## config.mk

```make
export PLATFORM = sky130hd
export DESIGN_NAME = bsh_issue_ctrl
export DESIGN_NICKNAME = d
export VERILOG_FILES = /design/src/rtl/bsh_pkg.sv /design/src/rtl/bsh_req_fifo.sv /design/src/rtl/bsh_issue_ctrl.sv
export SDC_FILE = /design/constraint.sdc
export NUM_CORES = 1
export LEC_CHECK = 0
export BUFFER_PORTS_ARGS = -buffer_cell sky130_fd_sc_hd__buf_2
export CELL_PAD_IN_SITES_DETAIL_PLACEMENT = 0
export CELL_PAD_IN_SITES_GLOBAL_PLACEMENT = 1
export CORE_MARGIN = 4
export CORE_UTILIZATION = 45
export DETAILED_ROUTE_END_ITERATION = 7
export PLACE_DENSITY_LB_ADDON = 0.1
export SYNTH_ARGS = -nofsm -noshare
export SYNTH_HDL_FRONTEND = slang
export SYNTH_HIERARCHICAL = 1
export SYNTH_SLANG_ARGS = --single-unit
export TNS_END_PERCENT = 5
```

## constraint.sdc

```tcl
create_clock -name clk -period 6.8 [get_ports clk]
set_clock_uncertainty 0.05 [all_clocks]
set_input_delay 0.68 -clock clk [delete_from_list [all_inputs] [get_ports clk]]
set_output_delay 0.68 -clock clk [all_outputs]
set_load 0.02 [all_outputs]
```

## src/rtl/bsh_pkg.sv

```systemverilog
// bsh_pkg: shared widths, request payload type and one-hot amount decode for the barrel issue path
package bsh_pkg;
  localparam int BSH_W = 16;
  localparam int BSH_AMT_W = 4;
  typedef struct packed {
    logic [BSH_W-1:0]     data;
    logic [BSH_AMT_W-1:0] amt;
  } bsh_req_t;
  function automatic logic [BSH_W-1:0] onehot16(input logic [BSH_AMT_W-1:0] amt);
    return {{(BSH_W-1){1'b0}}, 1'b1} << amt;
  endfunction
endpackage

```

## src/rtl/bsh_req_fifo.sv

```systemverilog
// bsh_req_fifo: DEPTH-entry request FIFO; ports clk, rst_n, push_i/din_i, pop_i/dout_o, full_o, empty_o, level_o
module bsh_req_fifo
  import bsh_pkg::*;
#(
  parameter int DEPTH = 4
) (
  input  logic                   clk,
  input  logic                   rst_n,
  input  logic                   push_i,
  input  bsh_req_t               din_i,
  input  logic                   pop_i,
  output bsh_req_t               dout_o,
  output logic                   full_o,
  output logic                   empty_o,
  output logic [$clog2(DEPTH):0] level_o
);
  localparam int PW = $clog2(DEPTH);
  bsh_req_t      mem_q [DEPTH];
  logic [PW-1:0] wr_q, rd_q;
  logic [PW:0]   lvl_q;
  always_ff @(posedge clk or negedge rst_n)
    if (!rst_n) begin
      wr_q  <= '0;
      rd_q  <= '0;
      lvl_q <= '0;
    end else begin
      if (push_i) wr_q <= wr_q + 1'b1;
      if (pop_i) rd_q <= rd_q + 1'b1;
      lvl_q <= lvl_q + (PW+1)'(push_i) - (PW+1)'(pop_i);
    end
  always_ff @(posedge clk)
    if (push_i) mem_q[wr_q] <= din_i;
  assign dout_o  = mem_q[rd_q];
  assign full_o  = lvl_q == (PW+1)'(DEPTH);
  assign empty_o = lvl_q == '0;
  assign level_o = lvl_q;
endmodule

```

## src/rtl/bsh_issue_ctrl.sv

```systemverilog
// bsh_issue_ctrl: FIFO-buffered two-stage issue/capture around a one-hot barrel (in_* requests, bsh_d/bsh_n/bsh_w barrel, out_* results, fifo_level; op_count when BSH_PERF_CNT_EN is defined)
module bsh_issue_ctrl
  import bsh_pkg::*;
#(
  parameter int DEPTH = 4
`ifdef BSH_PERF_CNT_EN
  , parameter int CNT_W = 16
`endif
) (
  input  logic                   clk,
  input  logic                   rst_n,
  input  logic                   in_valid,
  output logic                   in_ready,
  input  logic [BSH_W-1:0]       in_data,
  input  logic [BSH_AMT_W-1:0]   in_amt,
  output logic [BSH_W-1:0]       bsh_d,
  output logic [BSH_W-1:0]       bsh_n,
  input  logic [BSH_W-1:0]       bsh_w,
  output logic                   out_valid,
  input  logic                   out_ready,
  output logic [BSH_W-1:0]       out_data,
  output logic [BSH_AMT_W-1:0]   out_amt,
`ifdef BSH_PERF_CNT_EN
  output logic [CNT_W-1:0]       op_count,
`endif
  output logic [$clog2(DEPTH):0] fifo_level
);
  logic                 full, empty, push, pop, s2_load;
  bsh_req_t             head;
  logic                 s1_valid_q, s1_valid_d, out_valid_q, out_valid_d;
  logic [BSH_W-1:0]     s1_data_q, s1_data_d, s1_n_q, s1_n_d, out_data_q, out_data_d;
  logic [BSH_AMT_W-1:0] s1_amt_q, s1_amt_d, out_amt_q, out_amt_d;
  // in_ready depends only on registered occupancy, so a full FIFO refuses even when popping
  assign in_ready = !full;
  assign push     = in_valid & !full;
  assign s2_load  = s1_valid_q & (!out_valid_q | out_ready);
  assign pop      = !empty & (!s1_valid_q | s2_load);
  bsh_req_fifo #(.DEPTH(DEPTH)) u_fifo (
    .clk     (clk),
    .rst_n   (rst_n),
    .push_i  (push),
    .din_i   ('{data: in_data, amt: in_amt}),
    .pop_i   (pop),
    .dout_o  (head),
    .full_o  (full),
    .empty_o (empty),
    .level_o (fifo_level)
  );
  always_comb begin
    s1_valid_d  = pop | (s1_valid_q & !s2_load);
    s1_data_d   = pop ? head.data : s1_data_q;
    s1_n_d      = pop ? onehot16(head.amt) : s1_n_q;
    s1_amt_d    = pop ? head.amt : s1_amt_q;
    out_valid_d = s2_load | (out_valid_q & !out_ready);
    out_data_d  = s2_load ? bsh_w : out_data_q;
    out_amt_d   = s2_load ? s1_amt_q : out_amt_q;
  end
  always_ff @(posedge clk or negedge rst_n)
    if (!rst_n) begin
      s1_valid_q  <= 1'b0;
      s1_data_q   <= '0;
      s1_n_q      <= '0;
      s1_amt_q    <= '0;
      out_valid_q <= 1'b0;
      out_data_q  <= '0;
      out_amt_q   <= '0;
    end else begin
      s1_valid_q  <= s1_valid_d;
      s1_data_q   <= s1_data_d;
      s1_n_q      <= s1_n_d;
      s1_amt_q    <= s1_amt_d;
      out_valid_q <= out_valid_d;
      out_data_q  <= out_data_d;
      out_amt_q   <= out_amt_d;
    end
  assign bsh_d     = s1_data_q;
  assign bsh_n     = s1_n_q;
  assign out_valid = out_valid_q;
  assign out_data  = out_data_q;
  assign out_amt   = out_amt_q;
`ifdef BSH_PERF_CNT_EN
  logic [CNT_W-1:0] cnt_q;
  always_ff @(posedge clk or negedge rst_n)
    if (!rst_n) cnt_q <= '0;
    else if (out_valid_q & out_ready) cnt_q <= cnt_q + 1'b1;
  assign op_count = cnt_q;
`endif
endmodule
```

==> results of run 1 <==
## registers in the layout, summed over array words and instances (netlist names)
signal / cells
bsh_d: 16
bsh_n: 16
out_amt: 4
out_data: 16
out_valid: 1
s1_amt_q: 4
s1_valid_q: 1
u_fifo/level_o: 3
u_fifo/mem_q: 80
u_fifo/rd_q: 2
u_fifo/wr_q: 2
## cells in the mapped netlist, types with 2 or more instances
master     n
and2_1     4
buf_2      5
buf_6      5
clkbuf_1   2
dfrtp_1   65
edfxtp_1  80
ha_1       6
inv_1      8
mux2_1     2
mux2_2    38
mux4_1     2
mux4_2    18
nand2_1    4
nand2b_1   5
o21ai_0   19
o31ai_1    9
o41ai_1    6
xnor2_1    3
xor2_1     2
## critical path: stages
cell and delay (ps):
buf_2 110, and3b_1 520, or2_4 370, inv_4 180, ha_1 320, inv_1 40
ha_1 180, fa_1 370, xnor2_1 170, xnor2_1 140
## metrics by stage
step                cell area [µm²]  std cells  utilization (%)  setup slack, ps  hold WS [ps]
floorplan                      5540        292                -             4120           334
global placement               6140        527             51.1             3600           417
detailed placement             6140        527             51.1             3570           427
CTS                            6730        559             56.0             4000           405
global route                   6730        559             56.0             3830           420
finish                         6730        559             56.0             3990           424
## final timing paths
| kind | from | to | slack, ps | depth (start not counted) |
|---|---|---|---|---|
| worst max-delay path | out_ready | u_fifo/level_o[2] | 3990 | 10 |
| worst min-delay path | out_ready | out_valid | 420 | 2 |
| worst max register to register | out_valid | u_fifo/level_o[2] | 4060 | 9 |
| worst min register to register | bsh_d[14] | bsh_d[14] | 440 | 1 |
| max in group asynchronous | rst_n | bsh_d[9] | 5720 | 2 |
| min in group asynchronous | rst_n | bsh_n[14] | 430 | 2 |
## power by group through the flow
stage                     logic [mW]  registers, mW  clock network (mW)
after detailed placement        1.01           1.36                   0
after CTS                       1.01           1.35               0.933
after global placement         0.990           1.36                   0
after floorplan                0.579           1.48                   0
final                          0.986           1.34               0.906
after global routing            1.08           1.38               0.972
## area by class of cell
class	count	share of cell area, %
clock inverter	13	2.14
timing repair buffer	100	7.59
multi-input combinational	126	20.6
clock buffer	19	6.58
sequential	145	59.9
tap	147	2.73
inverter	9	0.539
## logic make-up (layout without fill, tap and decap cells)
group / Yosys count / in the layout
DFF: 145 / 145
muxes: 60 / 60
AOI/OAI and AO/OA: 35 / 35
buffers and inverters: 21 / 141
and+or+nand+nor: 19 / 19
adders and majority gates: 7 / 7
xor gates and xnor gates: 5 / 5
## routing by layer
| layer | share of wire [%] | wire (µm) | global-route usage [%] | vias to the layer above |
|---|---|---|---|---|
| met4 | 1.7 | 160 | 5.94 | 0 |
| met2 | 51 | 4950 | 24.0 | 79 |
| met5 | 0 | 0 | 0 | - |
| met1 | 43 | 4130 | 18.2 | 1449 |
| li1 | - | - | - | 1350 |
| met3 | 4.6 | 446 | 4.37 | 14 |
==> out/qor.csv, run 1 <==
metric;value;unit
status;finished clean;
first-pass GRT wire length;15.8;mm
Syn Nets;339;
Pins Over Slew Limit;0;
Clk pwr share;28.0;%
Hold Crit Class;in2reg;
vias in the first global route;2995;
Mapped Area;5540;µm²
ys flop type;edfxtp_1;
CTS Hold Bufs;0;
Gate power share;30.5;%
Initial Util;46.1;%
Reg clk slew, reported paths;60;ps
RSZ-0062 raised after global routing;false;
WP data required;7080;ps
Post-Synth XOR/XNOR Area;0.791;%
FMAX;0.355;GHz
crit share post-route;41.4;%
Syn Area/Cell;19.0;µm²
number of flops mapped to enable cells by yosys;80;
die area;14100;µm²
Multi-input gate area;1380;µm²
Yosys top cell area share;43.4;%
sequential share of power;41.5;%
drt wl/cell;17.3;µm
vias;2892;
Sw Share;31.6;%
largest family of logic cells by synthesized area;multiplexers;
synth warn;6;
Area contributors post-synth;edfxtp_1 (43%), dfrtp_1 (29%), mux2_2 (7.7%);
Worst Path Arrival;3090;ps
FILL cells;986;
PostCTS Resize Cnt;0;
multiplexer share of the synthesized area;16.4;%
gpl congestion;0.723;
count of final setup violators;0;
Period minus WS final;2810;ps
internal cell power;2.21;mW
Area Growth Syn to Fin;21.5;%
total track usage;14.6;%
largest net degree at the start of global routing;66;
area leader, netlist;edfxtp_1;
leakage power;2.73;nW
DR DRC count;0;
CTS buffer count;17;
total power;3.23;mW
Synth cell types;28;
Final Net Count;446;
post-synthesis adder-cell area fraction;1.72;%
Die H;119;µm
Die X;119;µm
worst setup path class;in2reg;
Placeable Area;12000;µm²
Worst setup EP type;register;
post-CTS setup buffers;0;
Num Clock Sinks;145;
Seq/Total Area, Yosys;72.8;%
TritonRoute pass-1 iters;4;
# port buffers;96;
TNS Setup;0;ps
Tightest Pin Transition;1110;ps
H-tree depth;4;
Final Hold Viols;0;
most frequent cells in the layout;buf_2 (96), edfxtp_1 (80), dfrtp_1 (65), mux2_2 (38);
Synth async-reset ratio;44.8;%
row cnt;40;
diode count;0;
Iter 0 DRT Violations;145;
peak supply drop;0.000208;V
clk buf depth;2;
Worst-Skew Late Latency;410;ps
Reg area;4030;µm²
DRT antenna net count;0;
register bit total from synthesis;145;
Post-Synth Simple-Gate Area;2.06;%
I/O pin cnt;97;
TritonCTS clock tree;done;
grt total ovfl;0;
Max Cap Viol;0;
Final HPWL DP;6.07;mm
Synth Instances;292;
CTS root buf;clkbuf_16;
Slew Limit Headroom;26.0;%
drt total wl;9.69;mm
initial antenna violation count;0;
Power Density;480;nW/µm²
Worst Setup Start Kind;input pin;
share of cells above drive strength 1;45.6;%
Compound-Gate Fraction of Synth Area;4.02;%
sw power;1.02;mW
CP Max Fanout;21;
via-per-instance ratio;5.17;
most common cell after layout, fill and taps aside;buf_2;
Power figures use the tool's default switching activity.
==> run 2: changes to the inputs <==
Clock period 6.8 ns to 2.82 ns, I/O delays scaled along.
==> run 2 against run 1 <==
  * Worst setup slack got worse by 3800 ps
  * Critical path depth increased by 1
  * Die area unchanged
  * Sequential share of layout area decreased by 0.50 points
  * Non-clock buffer count increased by 10
  * Cell count increased by 1.8%
  * Combinational power increased to 2.5 times the previous value
  * Critical endpoint unchanged
==> out/qor.csv, run 2 (synthesis results as in run 1) <==
metric;value;unit;change
first-pass GRT wire length;16.5;mm;was 15.8 mm
number of flip-flops in the largest register;80;;unchanged
worst path bufs/invs;4;;was 3
sw power;2.50;mW;was 1.02 mW
Final HPWL DP;6.46;mm;was 6.07 mm
PostCTS Resize Cnt;0;;unchanged
Clk pwr share;27.1;%;was 28.0%
Worst Path Arrival;2930;ps;was 3090 ps
Power Density;1140;nW/µm²;was 480 nW/µm²
Worst Setup Start Kind;input pin;;unchanged
most frequent cells in the layout;buf_2 (96), edfxtp_1 (80), dfrtp_1 (65), mux2_2 (38);;unchanged
DRT antenna net count;0;;unchanged
post-CTS setup buffers;0;;unchanged
Max Cap Viol;0;;unchanged
drt wl/cell;17.7;µm;was 17.3 µm
die area;14100;µm²;unchanged
largest net degree at the start of global routing;28;;was 66
Worst path max stage delay;530;ps;was 520 ps
Die X;119;µm;unchanged
CTS Hold Bufs;2;;was 0
slack of the critical path;167;ps;was 3990 ps
WP data required;3100;ps;was 7080 ps
Tightest Pin Transition;638;ps;was 1110 ps
Iter 0 DRT Violations;192;;was 145
share of cells above drive strength 1;46.2;%;was 45.6%
dpl ws;306;ps;was 3570 ps
CP Cell Sequence;dlygate4sd3_1 > buf_2 > and3b_1 > or2_4 > inv_4 > ha_1 > inv_1 > ha_1 > fa_1 > xnor2_1 > xnor2_1;;was buf_2 > and3b_1 > or2_4 > inv_4 > ha_1 > inv_1 > ha_1 > fa_1 > xnor2_1 > xnor2_1
# port buffers;96;;unchanged
TritonRoute pass-1 iters;4;;unchanged
Die H;119;µm;unchanged
initial antenna violation count;0;;unchanged
status;finished clean;;unchanged
total track usage;15.5;%;was 14.6%
CTS root buf;clkbuf_16;;unchanged
slowest CP cell;dlygate4sd3_1;;was and3b_1
worst setup path class;in2reg;;unchanged
FMAX;0.377;GHz;
internal cell power;5.27;mW;was 2.21 mW
row cnt;40;;unchanged
most common cell after layout, fill and taps aside;buf_2;;unchanged
TritonCTS clock tree;done;;unchanged
Worst setup EP type;register;;unchanged
CTS buffer count;17;;unchanged
Final Hold Viols;0;;unchanged
DR DRC count;0;;unchanged
diode count;0;;unchanged
RSZ-0062 raised after global routing;false;;unchanged
Top reg by flops;u_fifo/mem_q;;unchanged
Finished Layout Cells;569;;was 559
drt total wl;10.1;mm;was 9.69 mm
Reg clk slew, reported paths;60;ps;about the same
Placeable Area;12000;µm²;unchanged
Sw Share;32.2;%;was 31.6%
Hold Crit Class;in2reg;;unchanged
leakage power;2.77;nW;was 2.73 nW
Final Util;56.5;%;was 56.0%
Initial Util;46.1;%;unchanged
grt total ovfl;0;;unchanged
vias in the first global route;3080;;was 2,995
Num Clock Sinks;145;;unchanged
Slew Limit Headroom;57.5;%;was 26.0%
crit share post-route;94.1;%;
vias;2934;;was 2,892
Crit path max-delay family;adder cells;;was simple AND/OR/NAND/NOR gates
sequential share of power;40.8;%;was 41.5%
Period minus WS final;2650;ps;
via-per-instance ratio;5.16;;was 5.17
clk buf depth;2;;unchanged
I/O pin cnt;97;;unchanged
Placed Instances;535;;was 527
total power;7.77;mW;was 3.23 mW
Final Net Count;456;;was 446
H-tree depth;4;;unchanged
gpl congestion;0.706;;was 0.723
CP Max Fanout;21;;unchanged
count of final setup violators;0;;unchanged
peak supply drop;0.000563;V;was 0.000208 V
Gate power share;32.1;%;was 30.5%
Pins Over Slew Limit;0;;unchanged
Area Growth Syn to Fin;22.5;%;was 21.5%
TNS Setup;0;ps;unchanged
Worst-Skew Late Latency;410;ps;about the same
run 2: cell types whose count changed in the layout (fill, tap and decap cells not counted):
cell           before  now
clkbuf_1            1    2
clkinvlp_4          2    3
clkinv_2            7    6
dlygate4sd3_1       0    2
buf_4               4   12
bufinv_16           3    2
run 2: worst paths after layout:
check | startpoint | to | slack (ps) | cells past startpoint
worst max-delay path | out_ready | u_fifo/level_o[2] | 170 | 11
worst min-delay path | in_data[0] | u_fifo/mem_q[1][4] | 30 | 1
worst max register to register | out_valid | u_fifo/level_o[2] | 390 | 9
worst min register to register | s1_valid_q | out_valid | 440 | 1
max in group asynchronous | rst_n | out_amt[2] | 1540 | 3
min in group asynchronous | rst_n | bsh_n[14] | 380 | 2
run 2: area by class of cell:
cell class / count / area [µm²]
fillers: 968 / 5230
flip-flops and latches: 145 / 4030
multi-input cells: 126 / 1380
repair buffers: 110 / 591
clock buffers: 20 / 447
well taps: 147 / 184
clock inverters: 12 / 116
inverters: 9 / 36.3
run 2: power by group through the flow:
| stage | Combinational [mW] | Clock [mW] | Sequential, mW |
|---|---|---|---|
| after CTS | 2.55 | 2.17 | 3.18 |
| final | 2.49 | 2.11 | 3.17 |
| after floorplan | 1.40 | 0 | 3.57 |
| after detailed placement | 2.55 | 0 | 3.22 |
| after global routing | 2.73 | 2.28 | 3.25 |
| after global placement | 2.51 | 0 | 3.20 |
run 2: routing by layer:
layer  GRT usage (%)  share of wire, %  up-vias
li1                -                 -     1368
met1            19.4                42     1460
met2            24.6                50       91
met3            5.22               6.3       15
met4            7.17               1.9        0
met5               0                 0        -
run 2: stage by stage:
step,hold WS (ps),instance area [µm²]
floorplan,-63.6,5540
global placement,282,6200
detailed placement,279,6200
CTS,8.73,6790
global route,15.2,6790
finish,27.5,6790
